--- config.mk ---
export PLATFORM = sky130hd
export DESIGN_NAME = a2_timer
export DESIGN_NICKNAME = d
export VERILOG_FILES = /design/src/rtl/a2_timer_pkg.sv /design/src/rtl/a2_tslot_ring.sv /design/src/rtl/a2_timer.sv
export SDC_FILE = /design/constraint.sdc
export NUM_CORES = 1
export LEC_CHECK = 0
export BUFFER_PORTS_ARGS = -buffer_cell sky130_fd_sc_hd__buf_2
export CAP_MARGIN = 20
export CORE_UTILIZATION = 48
export DETAILED_ROUTE_END_ITERATION = 6
export GPL_TIMING_DRIVEN = 0
export HOLD_SLACK_MARGIN = 0.02
export PLACE_DENSITY = 0.76
export SETUP_SLACK_MARGIN = 0.15
export SYNTH_ARGS = -nofsm -noshare
export SYNTH_HDL_FRONTEND = slang
export SYNTH_SLANG_ARGS = --single-unit
--- constraint.sdc ---
create_clock -name CLOCK -period 1.46 [get_ports CLOCK]
set_input_delay 0.146 -clock CLOCK [delete_from_list [all_inputs] [get_ports CLOCK]]
set_output_delay 0.146 -clock CLOCK [all_outputs]
set_load 0.02 [all_outputs]
--- src/rtl/a2_timer_pkg.sv ---
// Shared types and constants for the a2_timer time-pulse generator.
package a2_timer_pkg;

  localparam int unsigned NSLOT  = 12;
  localparam int unsigned TCNT_W = 4;

  localparam logic PH_READ  = 1'b0;
  localparam logic PH_WRITE = 1'b1;

  typedef enum logic [1:0] {
    RUN  = 2'd0,
    HALT = 2'd1,
    STBY = 2'd2
  } mode_t;

  // Registered strobe bundle driven to the service gates (active-low strobes).
  typedef struct packed {
    logic [NSLOT-1:0]  t_n;
    logic              rt_n;
    logic              ct_n;
    logic              wt_n;
    logic              tt_n;
    logic              mct;
    logic [TCNT_W-1:0] tcnt;
    logic              running;
  } strobe_t;

  localparam strobe_t STROBE_IDLE = '{
    t_n:     '1,
    rt_n:    1'b1,
    ct_n:    1'b1,
    wt_n:    1'b1,
    tt_n:    1'b1,
    mct:     1'b0,
    tcnt:    '0,
    running: 1'b0
  };

  // One-hot slot vector to slot number 1..NSLOT (0 when empty).
  function automatic logic [TCNT_W-1:0] slot_num(input logic [NSLOT-1:0] oh);
    slot_num = '0;
    for (int i = 0; i < NSLOT; i++) begin
      if (oh[i]) slot_num = TCNT_W'(i + 1);
    end
  endfunction

endpackage

--- src/rtl/a2_tslot_ring.sv ---
// One-hot time-slot ring T01..T12 with load-T01, clear and advance controls.
module a2_tslot_ring
  import a2_timer_pkg::*;
(
  input  logic             clk,
  input  logic             rst,
  input  logic             load_t01,
  input  logic             clear,
  input  logic             adv,
  output logic [NSLOT-1:0] ring_nxt_c,
  output logic [NSLOT-1:0] ring
);

  // Next ring value is exported so the top can register strobes from it.
  always_comb begin
    ring_nxt_c = ring;
    if (load_t01) begin
      ring_nxt_c = NSLOT'(1);
    end else if (clear) begin
      ring_nxt_c = '0;
    end else if (adv) begin
      ring_nxt_c = {ring[NSLOT-2:0], ring[NSLOT-1]};
    end
  end

  // Reset parks the ring on the last slot so the first advance lands on T01.
  always_ff @(posedge clk) begin
    if (!rst) begin
      ring <= {1'b1, {(NSLOT-1){1'b0}}};
    end else begin
      ring <= ring_nxt_c;
    end
  end

endmodule

--- src/rtl/a2_timer.sv ---
// Time-pulse generator: slot/phase strobes plus run/halt/standby/step sequencing.
module a2_timer
  import a2_timer_pkg::*;
(
  input  logic                CLOCK,
  input  logic                rst,
  input  logic                GOJAM_,
  input  logic                SBY,
  input  logic                MSTP,
  input  logic                MSTRT,
  output logic                T01_,
  output logic                T02_,
  output logic                T03_,
  output logic                T04_,
  output logic                T05_,
  output logic                T06_,
  output logic                T07_,
  output logic                T08_,
  output logic                T09_,
  output logic                T10_,
  output logic                T11_,
  output logic                T12_,
  output logic                RT_,
  output logic                CT_,
  output logic                WT_,
  output logic                TT_,
  output logic                MCT,
  output logic [TCNT_W-1:0]   TCNT,
  output logic                RUNNING
);

  mode_t            mode;
  mode_t            mode_nxt;
  logic             phase;
  logic             phase_nxt;
  logic             step_pending;
  logic             step_pending_nxt;
  logic             ring_load;
  logic             ring_clear;
  logic             ring_adv;
  logic [NSLOT-1:0] ring;
  logic [NSLOT-1:0] ring_nxt;
  logic             last_slot;
  strobe_t          strb;
  strobe_t          strb_nxt;

  a2_tslot_ring u_ring (
    .clk        (CLOCK),
    .rst        (rst),
    .load_t01   (ring_load),
    .clear      (ring_clear),
    .adv        (ring_adv),
    .ring_nxt_c (ring_nxt),
    .ring       (ring)
  );

  assign last_slot = ring[NSLOT-1];

  // State register; strobes are registered from the next-state decode.
  always_ff @(posedge CLOCK) begin
    if (!rst) begin
      mode         <= RUN;
      phase        <= PH_WRITE;
      step_pending <= 1'b0;
      strb         <= STROBE_IDLE;
    end else begin
      mode         <= mode_nxt;
      phase        <= phase_nxt;
      step_pending <= step_pending_nxt;
      strb         <= strb_nxt;
    end
  end

  // Next-state: GOJAM first, then cycle-end decisions, then HALT/STBY release.
  always_comb begin
    mode_nxt         = mode;
    phase_nxt        = phase;
    step_pending_nxt = step_pending;
    ring_load        = 1'b0;
    ring_clear       = 1'b0;
    ring_adv         = 1'b0;

    if (!GOJAM_) begin
      mode_nxt         = RUN;
      phase_nxt        = PH_READ;
      step_pending_nxt = 1'b0;
      ring_load        = 1'b1;
    end else begin
      unique case (mode)
        RUN: begin
          if (phase == PH_READ) begin
            phase_nxt = PH_WRITE;
          end else if (!last_slot) begin
            phase_nxt = PH_READ;
            ring_adv  = 1'b1;
          end else if (SBY) begin
            mode_nxt   = STBY;
            ring_clear = 1'b1;
          end else if (MSTP && !step_pending) begin
            mode_nxt   = HALT;
            ring_clear = 1'b1;
          end else if (step_pending) begin
            mode_nxt         = HALT;
            step_pending_nxt = 1'b0;
            ring_clear       = 1'b1;
          end else begin
            phase_nxt = PH_READ;
            ring_load = 1'b1;
          end
        end
        HALT: begin
          if (!MSTP) begin
            mode_nxt  = RUN;
            phase_nxt = PH_READ;
            ring_load = 1'b1;
          end else if (MSTRT) begin
            mode_nxt         = RUN;
            phase_nxt        = PH_READ;
            step_pending_nxt = 1'b1;
            ring_load        = 1'b1;
          end
        end
        STBY: begin
          if (!SBY) begin
            mode_nxt  = RUN;
            phase_nxt = PH_READ;
            ring_load = 1'b1;
          end
        end
        default: begin
          mode_nxt  = RUN;
          phase_nxt = PH_READ;
          ring_load = 1'b1;
        end
      endcase
    end
  end

  // Strobe decode of the next state; everything idle outside RUN.
  always_comb begin
    strb_nxt = STROBE_IDLE;
    if (mode_nxt == RUN) begin
      strb_nxt.t_n     = ~ring_nxt;
      strb_nxt.rt_n    = (phase_nxt != PH_READ);
      strb_nxt.ct_n    = (phase_nxt != PH_READ);
      strb_nxt.wt_n    = (phase_nxt != PH_WRITE);
      strb_nxt.tt_n    = ~ring_nxt[NSLOT-1];
      strb_nxt.mct     = ring_nxt[NSLOT-1] && (phase_nxt == PH_WRITE);
      strb_nxt.tcnt    = slot_num(ring_nxt);
      strb_nxt.running = 1'b1;
    end
  end

  assign T01_    = strb.t_n[0];
  assign T02_    = strb.t_n[1];
  assign T03_    = strb.t_n[2];
  assign T04_    = strb.t_n[3];
  assign T05_    = strb.t_n[4];
  assign T06_    = strb.t_n[5];
  assign T07_    = strb.t_n[6];
  assign T08_    = strb.t_n[7];
  assign T09_    = strb.t_n[8];
  assign T10_    = strb.t_n[9];
  assign T11_    = strb.t_n[10];
  assign T12_    = strb.t_n[11];
  assign RT_     = strb.rt_n;
  assign CT_     = strb.ct_n;
  assign WT_     = strb.wt_n;
  assign TT_     = strb.tt_n;
  assign MCT     = strb.mct;
  assign TCNT    = strb.tcnt;
  assign RUNNING = strb.running;

endmodule

==> run metrics <==
status=complete, but fails checks; violated checks=setup timing; drt total wl=between 4000 and 5000 um; FFs w/ async S/R, synth=0%; CP endpoint kind=flip-flop; Critical Path RT=1.71 ns; # setup viols final=22; syn_nets=175; DR pass1 iterations=4; Peak Freq=around 580 MHz; Die W=58.4 um; Area growth, synth to finish=46.8%; max FFs per register=12; Hold Path Class=in -> reg; Reg clk slew, reported paths=0.11 ns; worst vdd ir=about 0.55 mV; crit-path max FO=9; slowest library cell on the worst path=and4bb_4; Biggest register=u_ring.ring; Avg Cell Area, Syn=between 9 and 10 um2; Critical Path Source Type=flip-flop; first-pass GRT wire length=roughly 6100 um; TritonCTS clock tree=yes; Yosys top cell by area=dfxtp_1; H-Tree Depth=2; antenna violations before repair=0; Leak Pwr=about 0.87 nW; critical path type=reg -> reg; sequential-to-total area share from yosys stat=between 40% and 50%; Die Height=58.4 um; HPWL after DPL=between 2000 and 2500 um; crit-path leading delay family=simple AND/OR/NAND/NOR gates; core box area=3030 um2; setup ws final=-0.267 ns; share of the synthesized area in the top cell type=47.2%; filler cell count=197; maxcap violations=0; post-layout min period=around 1.7 ns; worst slew pin tran=between 0.3 and 0.4 ns; number of buffers created by CTS=5; Cell Pwr Density=~940 nW/um2; crit-path cells=buf_8 > and4bb_4 > nand2_8 > mux2i_2 > o32ai_1 > a211oi_1; hold_buf cts=0; # clock sinks=36; Tot Pwr=approximately 0.0021 W; nets@finish=between 200 and 250; synth top area cells=dfxtp_1, a21oi_1, nand2b_1, nor2_1, nand2_1; Buf+Inv Stages, Crit Path=1; vias in the first global route=1312; largest net degree at the start of global routing=13; Port Buffers=26; CTS root buffer=clkbuf_4; #FFs+latches synth=36; layout cells sized above 1=between 40% and 50%; gpl congestion=just under 0.9; Detailed Route Iter0 Violations=76; via count=1551; Worst slew margin=slightly below 80%; Multi-input gate area=roughly 990 um2; Final Core Density=between 70% and 80%; initial core utilization=about 50%; ys flop type=dfxtp_1; number of remaining DRC errors=0; antenna diode instance count=0; Fin. Hold Viols=0; Distinct cells, synth=45; # IOs=28; Rows=20; drt wl/cell=around 16 um; RSZ-0062 raised after global routing=yes; WP data arrival=slightly below 2 ns; Mapped Area=between 1500 and 2000 um2; drt via density=5.88; clock skew=around 0.0097 ns; EDFF count, synth=0; Mapped Cells=169; Max Root-Sink Buffers=2; post-route ant nets=0; worst skew pair latency=~0.34 ns; count of final max-slew check failures=0; fin crit share=118%; yosys synthesis warning count=0; Hold Slack=0.0775 ns; Sequential Area=around 730 um2; grt ovf=0; Critical Path Max Stage Delay=about 0.39 ns; GRT Total Usage=approximately 24%; full die area=about 3400 um2
==> path summary, 6_finish.rpt <==
kind | to | start | depth (start not counted) | slack, ns
setup / recovery | TCNT[0] | mode[1] | 6 | -0.27
hold / removal | phase | rst | 2 | 0.08
setup reg to reg | TCNT[0] | mode[1] | 6 | -0.27
hold reg to reg | step_pending | step_pending | 2 | 0.53
==> layout by cell type, fill, tap and decap left out, drive strengths merged, types with 4 or more instances in the layout <==
cell    count
a21boi      4
a21o        4
a21oi      14
buf        49
clkbuf      6
dfxtp      36
inv         4
mux2i       4
nand2      14
nand2b     11
nor2       19
nor3        5
o21ai      10
==> power by group <==
part | leakage (nW) | internal [W] | switching (W)
Combinational | 0.539 | 0.000173 | 0.000224
Sequential | 0.295 | 0.00101 | 0.0000154
Clock | 0.0412 | 0.000357 | 0.000332
Total | 0.874 | 0.00154 | 0.000571
==> worst reg2reg max path, cell delays in order (launching register included) <==
cell and delay (ns):
dfxtp_2 0.34, buf_8 0.13, and4bb_4 0.39, nand2_8 0.12, mux2i_2 0.24, o32ai_1 0.13
a211oi_1 0.29
==> layout make-up <==
type / count / share of cell area (%)
buffer: 7 / 3.24
timing repair buffer: 43 / 13.4
multi-input combinational: 121 / 44.0
clock buffer: 5 / 1.67
tap: 44 / 2.46
inverter: 5 / 1.00
sequential: 36 / 32.4
clock inverter: 3 / 1.90
==> repair_timing <==
item | 4_1_cts | 5_1_grt
resized for setup | 26 | 40
cloned | 1 | 0
pin swaps | 9 | 5
setup buffers | 11 | 5
endpoints found under the setup margin | 33 | 33
==> layer usage <==
| layer | global-route usage (%) | part of all wire (%) |
|---|---|---|
| met1 | 29.6 | 42 |
| met2 | 39.1 | 48 |
| met3 | 5.93 | 7.4 |
| met4 | 14.6 | 2.8 |
| met5 | 0 | 0 |
==> cells in the mapped netlist, drive strengths merged (2+ instances only) <==
cell type	n
dfxtp	36
nor2	19
a21oi	14
nand2	14
nand2b	11
o21ai	10
buf	5
inv	5
nor3	5
a21boi	4
a21o	4
mux2i	4
and2	3
nor3b	3
a211o	2
and3	2
and4bb	2
clkbuf	2
nand3	2
nand4b	2
nor2b	2
nor4	2
or3	2
==> metrics by stage <==
step	worst slack (ns)	setup TNS (ns)	area, um2	cells
after CTS	-0.193	-2.50	2020	259
after floorplan	-0.145	-0.330	1560	169
after global routing	-0.296	-3.11	2240	264
final	-0.267	-2.04	2240	264
after global placement	-0.240	-2.48	1750	239
after detailed placement	-0.272	-3.11	1750	239
==> cells by family (layout without fill, tap and decap cells) <==
family	Yosys count	in the layout	share of synthesized area, %
AOI/OAI and AO/OA	43	43	17.9
buffers and inverters	12	63	4.42
DFF	36	36	47.2
muxes	5	5	3.36
and+or+nand+nor	73	73	27.1
Note: power is estimated with default switching activity, not from simulation.
